File: src/rtl/async_fifo.sv
// Single-clock Gray-pointer FIFO that keeps the dual-domain FIFO's port behaviour,
// including 2-flop pointer synchronizers and their pessimistic flag latency.
module async_fifo #(
  parameter int DATA_WIDTH = 8,
  parameter int BUS_WIDTH  = 4,
  parameter int MEM_DEPTH  = 8
) (
  input  logic                  W_CLK,
  input  logic                  W_RST_N,
  input  logic                  W_INC_EN,
  input  logic [DATA_WIDTH-1:0] W_DATA,
  output logic                  W_FULL,
  input  logic                  R_INC_EN,
  output logic [DATA_WIDTH-1:0] R_DATA,
  output logic                  R_EMPTY
);

  localparam int AW = BUS_WIDTH - 1;
  localparam logic [BUS_WIDTH-1:0] PTR_ONE = {{(BUS_WIDTH-1){1'b0}}, 1'b1};

  function automatic logic [BUS_WIDTH-1:0] bin2gray(input logic [BUS_WIDTH-1:0] b);
    return b ^ (b >> 1'b1);
  endfunction

  logic [DATA_WIDTH-1:0] mem_q [MEM_DEPTH];
  logic [BUS_WIDTH-1:0]  wbin_q, wbin_d, wgray_q, wgray_d;
  logic [BUS_WIDTH-1:0]  rbin_q, rbin_d, rgray_q, rgray_d;
  logic [BUS_WIDTH-1:0]  wq1_q, wq2_q, rq1_q, rq2_q;
  logic                  wr_en_s, rd_en_s, full_s, empty_s;

  assign wr_en_s = W_INC_EN & ~full_s;
  assign rd_en_s = R_INC_EN & ~empty_s;

  // Pointer next-state: each side advances only when its own flag allows it.
  always_comb begin
    wbin_d = wbin_q;
    rbin_d = rbin_q;
    if (wr_en_s) begin
      wbin_d = wbin_q + PTR_ONE;
    end else begin
      wbin_d = wbin_q;
    end
    if (rd_en_s) begin
      rbin_d = rbin_q + PTR_ONE;
    end else begin
      rbin_d = rbin_q;
    end
    wgray_d = bin2gray(wbin_d);
    rgray_d = bin2gray(rbin_d);
  end

  // Pointers, Gray copies and cross-side synchronizers.
  always_ff @(posedge W_CLK) begin
    if (!W_RST_N) begin
      wbin_q  <= '0;
      wgray_q <= '0;
      rbin_q  <= '0;
      rgray_q <= '0;
      wq1_q   <= '0;
      wq2_q   <= '0;
      rq1_q   <= '0;
      rq2_q   <= '0;
    end else begin
      wbin_q  <= wbin_d;
      wgray_q <= wgray_d;
      rbin_q  <= rbin_d;
      rgray_q <= rgray_d;
      wq1_q   <= wgray_q;
      wq2_q   <= wq1_q;
      rq1_q   <= rgray_q;
      rq2_q   <= rq1_q;
    end
  end

  // Storage array; reset clears every word so stale data never reaches R_DATA.
  always_ff @(posedge W_CLK) begin
    if (!W_RST_N) begin
      for (int i = 0; i < MEM_DEPTH; i++) begin
        mem_q[i] <= '0;
      end
    end else if (wr_en_s) begin
      mem_q[wbin_q[AW-1:0]] <= W_DATA;
    end
  end

  // Full when the write pointer is one lap ahead of the synchronized read pointer.
  assign full_s  = (wgray_q == {~rq2_q[BUS_WIDTH-1:BUS_WIDTH-2], rq2_q[BUS_WIDTH-3:0]});
  assign empty_s = (rgray_q == wq2_q);

  assign W_FULL  = full_s;
  assign R_EMPTY = empty_s;
  assign R_DATA  = mem_q[rbin_q[AW-1:0]];

endmodule

File: config.mk
export PLATFORM = sky130hd
export DESIGN_NAME = async_fifo
export DESIGN_NICKNAME = d
export VERILOG_FILES = /design/src/rtl/async_fifo.sv
export SDC_FILE = /design/constraint.sdc
export NUM_CORES = 1
export LEC_CHECK = 0
export CORE_ASPECT_RATIO = 2
export CORE_MARGIN = 2
export CORE_UTILIZATION = 29
export CTS_BUF_LIST = sky130_fd_sc_hd__clkbuf_2
export DETAILED_ROUTE_END_ITERATION = 10
export GPL_TIMING_DRIVEN = 0
export SETUP_SLACK_MARGIN = 0.5
export SKIP_CTS_REPAIR_TIMING = 1
export SLEW_MARGIN = 15
export SYNTH_ARGS = -nofsm -noshare
export SYNTH_HDL_FRONTEND = slang
export SYNTH_SLANG_ARGS = --single-unit
File: constraint.sdc
create_clock -name W_CLK -period 5.4 [get_ports W_CLK]
set_input_delay 1.62 -clock W_CLK [delete_from_list [all_inputs] [get_ports W_CLK]]
set_output_delay 1.62 -clock W_CLK [all_outputs]
set_load 0.05 [all_outputs]
==> summary by stage <==
Timing
The total count of hold-check failures in the final report is 0. The final-report setup violation count is 0. Measured against its own limit, the worst slew margin works out to 41.8%.

The maximum clock frequency is roughly 230 MHz. Setup repair after global routing left no endpoint under its margin. The clock arrives with around 0.014 ns of skew. The count of final max-slew check failures was 0. For the pin with the worst max-slew slack, the measured transition is roughly 0.87 ns. Of the available clock period, the critical path in the final layout requires 81.2%. The total negative setup slack is 0 ns.

The post-route minimum period is roughly 4.4 ns.

Job
The tool flagged a number of max-cap violations equal to 0.

Power and ir drop
In this run the power spent charging and discharging nets is 0.361 mW. The share of total power in combinational logic is roughly 14%. The clock power share is roughly 28%. The design draws 1.37 mW. VDD sags by at most approximately 0.16 mV. The cell internal power dissipation is 1.01 mW. Power spread over the standard cell area amounts to approximately 290 mW/mm^2.

The part of the total power dissipated in sequential elements is between 50% and 60%. The fraction of power spent switching nets is a little over a quarter. The total leakage power is 1.85 nW.

Finish
Leaving out fill and tap cells, the most frequent cells in the layout are and2_1, edfxtp_1, dfxtp_1, mux4_2, clkdlybuf4s50_1. The total of fill cells in the finished design is 1,394. The final net count is approximately 340. The library cell used most frequently in the layout, excluding fill and tap cells, is and2_1. The total inserted antenna cells is 0. The filler-free cell count of the finished design is between 500 and 600. The fraction of layout instances using a drive strength above 1 is 18.1%. The layout overhead on the synthesized area is 14.5%.

Critical path
The terminus of the critical flop-to-flop path is mem_q[5][1]$_SDFFCE_PN0P_. Traced cell by cell, the critical path runs through buf_2 -> clkbuf_4 -> mux4_2 -> mux2_2 -> dlymetal6s2s_1. The element type at the critical path end is an output pin.

The kind of launch point of the worst setup path is a flip-flop. The path depth of the worst reg2reg path is 5. The startpoint identified for the worst register-to-register timing path is wbin_q[3]$_SDFF_PN0_. The data required time of the critical path is roughly 3.8 ns. Across all register-to-register paths, the minimum setup slack is roughly 3 ns. The classification of the worst setup path is reg2out.

The largest fanout on the critical path is 10. On the critical path the largest part of the delay comes from buffers and inverters. The slowest stage of the critical path belongs to the cell mux4_2. Data arrives at the worst endpoint at between 2 and 3 ns. The critical path buffer and inverter count is 3. Counting buffers and inverters, the worst setup path is 5 cells deep. The largest single stage delay on the critical path is around 0.53 ns.

Synthesis
The number of distinct standard cells referenced by the synthesized netlist is 34. The top cell type by area accounts for between 40 and 50% of the synthesized area. The gate count of the mapped netlist is 295. Averaged over all synthesized cells, the footprint is approximately 14 um^2.

The number of synthesis warnings is 0. The post-synth net total is between 300 and 400. In this run, synthesis produced a sequential element count of 94. By area the synthesized netlist is led by edfxtp_1, dfxtp_1, and2_1.

For this run, the register share of the synthesized area comes to about three fifths. The library cell occupying the most area in the post-synthesis netlist is edfxtp_1. The synthesized area is about 0.0042 mm^2.

Clock network
The worst-case clock buffer depth is 2. Buffers inserted during clock tree synthesis total 9. TritonCTS built the clock tree. The tree is rooted in a clkbuf_2. The number of clock sinks is 94. Clock-pin slew was measured on the worst setup and hold paths at between 0.2 and 0.3 ns.

The CTS H-tree depth is 3. Clock latency on the worst-skew pair, taken at its later pin, is around 0.59 ns.

Routing
In the routed design, unresolved DRC markers number 0. In this run, the number of DRC markers left after iteration 0 of detailed routing was between 100 and 150. The routed length per placed instance is between 10 and 15 um. After detailed routing, the number of vias per cell comes to roughly 4.3. The first TritonRoute pass finished after 4 iterations. After detailed routing, the total wire length is between 7 and 8 mm. Summing over every cut layer, the via total after detailed routing is about 2,300. In this run the remaining antenna-violating nets after routing total 0.

Global routing
The via count of the first global-routing pass is approximately 2,300. The initial antenna violation count was 0. The first global-routing pass estimated between 10 and 15 mm of wire. Summed over all layers, the global routing overflow is 0. The maximum number of pins on one net before global-route repair is 17.

The global routing usage summed across all routing layers is between 10% and 20%.

Floorplanning
The floorplan core area is approximately 0.014 mm^2. The standard-cell row count is between 60 and 70. The floorplan step set the die height to ~170 um. The die covers between 0.015 and 0.02 mm^2.

The initial utilization of the core area, before any placement, comes to approximately 29%. The width of the die is about 90 um. In this run the count of I/O pins placed on the die edge is 22.

Placed design
The congestion estimate from routability-driven global placement came to between 0.7 and 0.8. In this run, placement finished with an instance count of slightly above 500. The count of buffers inserted at the top-level ports is 21.

The total half-perimeter wirelength after legalization and detailed placement is between 5 and 6 mm.

Hold path
Along the worst hold path, the cell count comes to 1. The startpoint identified for the worst hold timing path is wq1_q[0]$_SDFF_PN0_. For hold timing, the worst endpoint is wq2_q[0]$_SDFF_PN0_.

The worst hold path belongs to the class reg2reg.

Outcome
The run finished with clean final reports.
==> layout make-up <==
class                   instances  area, um^2  share of cell area [%]
plain buffers                  11        52.6                    1.10
inverters                       3        11.3                   0.235
well taps                     192         240                    5.02
repair buffers                 21         230                    4.81
clock buffers                   9        45.0                   0.941
multi-input cells             187        1600                    33.4
clock inverters                 7        85.1                    1.78
flip-flops and latches         94        2520                    52.7
==> metrics by stage <==
step	hold slack, ns	cell area, um^2	util, %	setup WS [ns]
finish	0.468	4790	33.7	1.02
global route	0.474	4790	33.7	0.824
CTS	0.463	4760	33.5	0.269
detailed placement	0.421	4630	32.6	1.04
global placement	0.415	4630	32.6	1.04
floorplan	0.412	4180	-	1.74
==> power groups by stage <==
stage          sequential, mW  combinational, mW  clock (mW)
5_1_grt                 0.815              0.201       0.414
6_report                0.811              0.185       0.377
4_1_cts                 0.811              0.189       0.387
2_1_floorplan           0.822              0.133           0
3_5_place_dp            0.827              0.189           0
3_3_place_gp            0.826              0.187           0
==> synth_stat cells, drive strengths merged <==
library cell	count
a21boi	2
a21oi	1
a32oi	1
a41oi	1
and2	89
and3	1
and4	1
buf	5
clkbuf	6
dfxtp	30
edfxtp	64
ha	2
inv	3
mux2	9
mux2i	4
mux4	16
nand2	5
nand2b	6
nand3	2
nand3b	2
nor2	6
nor2b	2
nor3	4
nor4	1
o21ai	7
o31ai	1
o41ai	1
or3	3
xnor2	10
xor2	10
==> sequential cells by signal, summed over array words and instances (netlist names), 4 cells and up <==
name	cells
mem_q	64
rbin_q	4
rq1_q	4
rq2_q	4
wbin_q	4
wq1_q	4
wq2_q	4
==> layer usage <==
metal  track usage [%]  vias up  wire length, um
li1                  -     1115                -
met1              14.1     1073             3520
met2              16.5       48             3620
met3              2.95       17              276
met4              4.67        0              176
met5                 0        -                0
==> how the worst max path moves through the flow <==
stage                     slack, ns                  from        end
after floorplan                1.74   wq2_q[1]$_SDFF_PN0_    R_EMPTY
final                          1.02  rbin_q[0]$_SDFF_PN0_  R_DATA[2]
after detailed placement       1.04  rbin_q[1]$_SDFF_PN0_  R_DATA[2]
after global placement         1.04  rbin_q[1]$_SDFF_PN0_  R_DATA[5]
after global routing           0.82  rbin_q[0]$_SDFF_PN0_  R_DATA[5]
after CTS                      0.27  rbin_q[1]$_SDFF_PN0_  R_DATA[2]
==> cell families (layout without fill, tap and decap cells) <==
group	Yosys count	after routing	synth area share, %
simple gates	122	122	18.6
flops	94	94	60.3
mux	29	29	12.0
xor+xnor	20	20	4.37
compound gates	14	14	2.75
buf+inv	14	51	1.41
fa+ha+maj	2	2	0.598
Note: power is estimated with default switching activity, not from simulation.
==> variant: new RTL, config.mk and constraints unchanged <==
Set the parameter `DATA_WIDTH` to 12 (it was 8).
--- a/src/rtl/async_fifo.sv
+++ b/src/rtl/async_fifo.sv
@@ -2,5 +2,5 @@
 // including 2-flop pointer synchronizers and their pessimistic flag latency.
 module async_fifo #(
-  parameter int DATA_WIDTH = 8,
+  parameter int DATA_WIDTH = 12,
   parameter int BUS_WIDTH  = 4,
   parameter int MEM_DEPTH  = 8
Interface: changed (resized R_DATA and W_DATA); port bits go from 22 to 30. The function was not compared with the original's and may differ.
==> variant against the original RTL <==
Synthesized area increased by 35%; critical path depth unchanged; die area increased by 33%; clock power increased by 46%; final area increased by 37%; sequential share of layout area increased by 0.58 points; via count increased by 40%; setup slack got worse by 0.13 ns; wire length increased by 68%; power increased by 39%; final cell count increased by 35%; sequential cell count increased by 32; largest power group unchanged.
==> variant: results (changes against the original RTL) <==
Distinct cells, synth: 37 (+8.8%)
Multi-input gate area: 2040 um^2 (+27%)
Met3 routed WL: 518 um (+88%)
Synth top area cells: edfxtp_1 (51%), and2_1 (13%), dfxtp_1 (11%)
Ys async rst share: 0 (unchanged)
Clock Latency Late Sink: 0.70 ns (+0.11 ns)
Clock buffer count: 17 (+8)
CTS sink cnt: 126 (+34%)
Largest stage delay on the critical path: 0.56 ns (+0.03 ns)
M1 WL: 4390 um (+25%)
Initial antenna violation count: 1 (+1)
Crit path launch: rbin_q[0]$_SDFF_PN0_
Critical Path AT: 2.89 ns (+0.13 ns)
NonClk Buf Share: 0.0702 (+0.0112)
Post-Synth XOR/XNOR Area: 0.0324 (-0.0112)
Lkg Pwr: 2.55 nW (+38%)
Gr usage total: 0.133 (+0.0249)
Clock-cell share: 0.0335 (+0.00630)
Metal2 WL: 7440 um (+110%)
DPL Wire Length: 9170 um (+72%)
Layout area overhead: 16.1%
Post-synthesis mux area share: 0.129 (+0.00912)
GP Congestion: 0.775 (+4.7%)
Cell Area, Synth: 5630 um^2 (+35%)
CTS H-Tree Depth: 4 (+1)
GR Util met3: 0.0306 (+0.00112)
Headroom to the max-slew limit: 0.420 (+0.00183)
Net Count, Synth: 400 (+29%)
First-pass GRT wire length: 19400 um (+57%)
Met1 global-route usage: 0.126 (-0.0149)
Adder-Cell Fraction of Synth Area: 0.00444 (-0.00154)
Sequential Area: 3480 um^2 (+38%)
Seq/Total Area, Yosys: 0.619 (+0.0154)
Pre-CTS setup slack: 0.747 ns (-0.294 ns)
Max FFs per register: 96 (+50%)
1st-iter DRT viols: 204 (+39%)
Clock net power: 0.000549 W (+46%)
Vias in the first global route: 3463 (+49%)
Final clock skew: 0.0399 ns (+0.0259 ns)
Layout cell share with drive strength beyond 1: 0.220 (+0.0395)
Status: finished, final reports clean
#MultiIn Comb: 231 (+24%)
Port buffer count: 29 (+38%)
Fin nets: 450 (+32%)
Ant. Diodes: 1 (+1)
Wire per inst: 18.1 um (+25%)
Worst reg2reg setup slack: 2.90 ns (-0.09 ns)
Crit path capture: R_DATA[8]
Worst VDD drop: 0.0993 mV (-36%)
Final min period: 4.51 ns (+0.131 ns)
Top cells by count, synth: and2_1 (121), edfxtp_1 (96), dfxtp_1 (30)
Signal buffers: 53 (+66%)
Filler cells: 1856 (+33%)
Reg2Reg Depth: 6 (+1)
Sw frac: 0.286 (+0.0228)
Worst-path clk slew: 0.21 ns (-0.04 ns)
Compound-Gate Fraction of Synth Area: 0.0204 (-0.00708)
Combinational power share: 0.138 (+0.003)
M2 GR Usage: 0.249 (+0.0832)
Worst reg2reg endpoint: mem_q[0][0]$_SDFFCE_PN0P_
[variant: cell count changes in the layout (fill, tap and decap cells not counted), sizes merged]
| cell | change |
|---|---|
| clkinv | +5 |
| dlymetal6s2s | +4 |
| clkbuf | +14 |
| clkdlybuf4s50 | +4 |
| edfxtp | +32 |
| and2 | +32 |
| mux2 | +4 |
| buf | +7 |
| inv | +4 |
| mux4 | +8 |
| bufinv | -1 |
| diode | +1 |
[variant: stage by stage]
| step | power [W] | instances | util | hold WS (ns) |
|---|---|---|---|---|
| 3_5_place_dp | 0.00139 | 672 | 0.327 | 0.426 |
| 2_1_floorplan | 0.00129 | 382 | - | 0.412 |
| 6_report | 0.00191 | 705 | 0.341 | 0.462 |
| 3_3_place_gp | 0.00138 | 670 | 0.325 | 0.424 |
| 4_1_cts | 0.00193 | 704 | 0.339 | 0.464 |
| 5_1_grt | 0.00199 | 705 | 0.341 | 0.452 |
[variant: worst min path at each step]
stage	to	cells past startpoint	slack (ns)	start
2_1_floorplan	rq2_q[0]$_SDFF_PN0_	1	0.41	rq1_q[0]$_SDFF_PN0_
3_3_place_gp	rq2_q[1]$_SDFF_PN0_	1	0.42	rq1_q[1]$_SDFF_PN0_
3_5_place_dp	wq2_q[0]$_SDFF_PN0_	1	0.43	wq1_q[0]$_SDFF_PN0_
4_1_cts	rq1_q[2]$_SDFF_PN0_	1	0.46	rgray_q[2]$_SDFF_PN0_
5_1_grt	rq1_q[2]$_SDFF_PN0_	1	0.45	rgray_q[2]$_SDFF_PN0_
6_report	rq1_q[2]$_SDFF_PN0_	1	0.46	rgray_q[2]$_SDFF_PN0_
[variant: worst max-delay path: cells and delay by family, from the launching register on]
family | cells | cell delay [ns]
buffers and inverters | 3 | 0.97
DFF | 1 | 0.38
muxes | 2 | 0.86
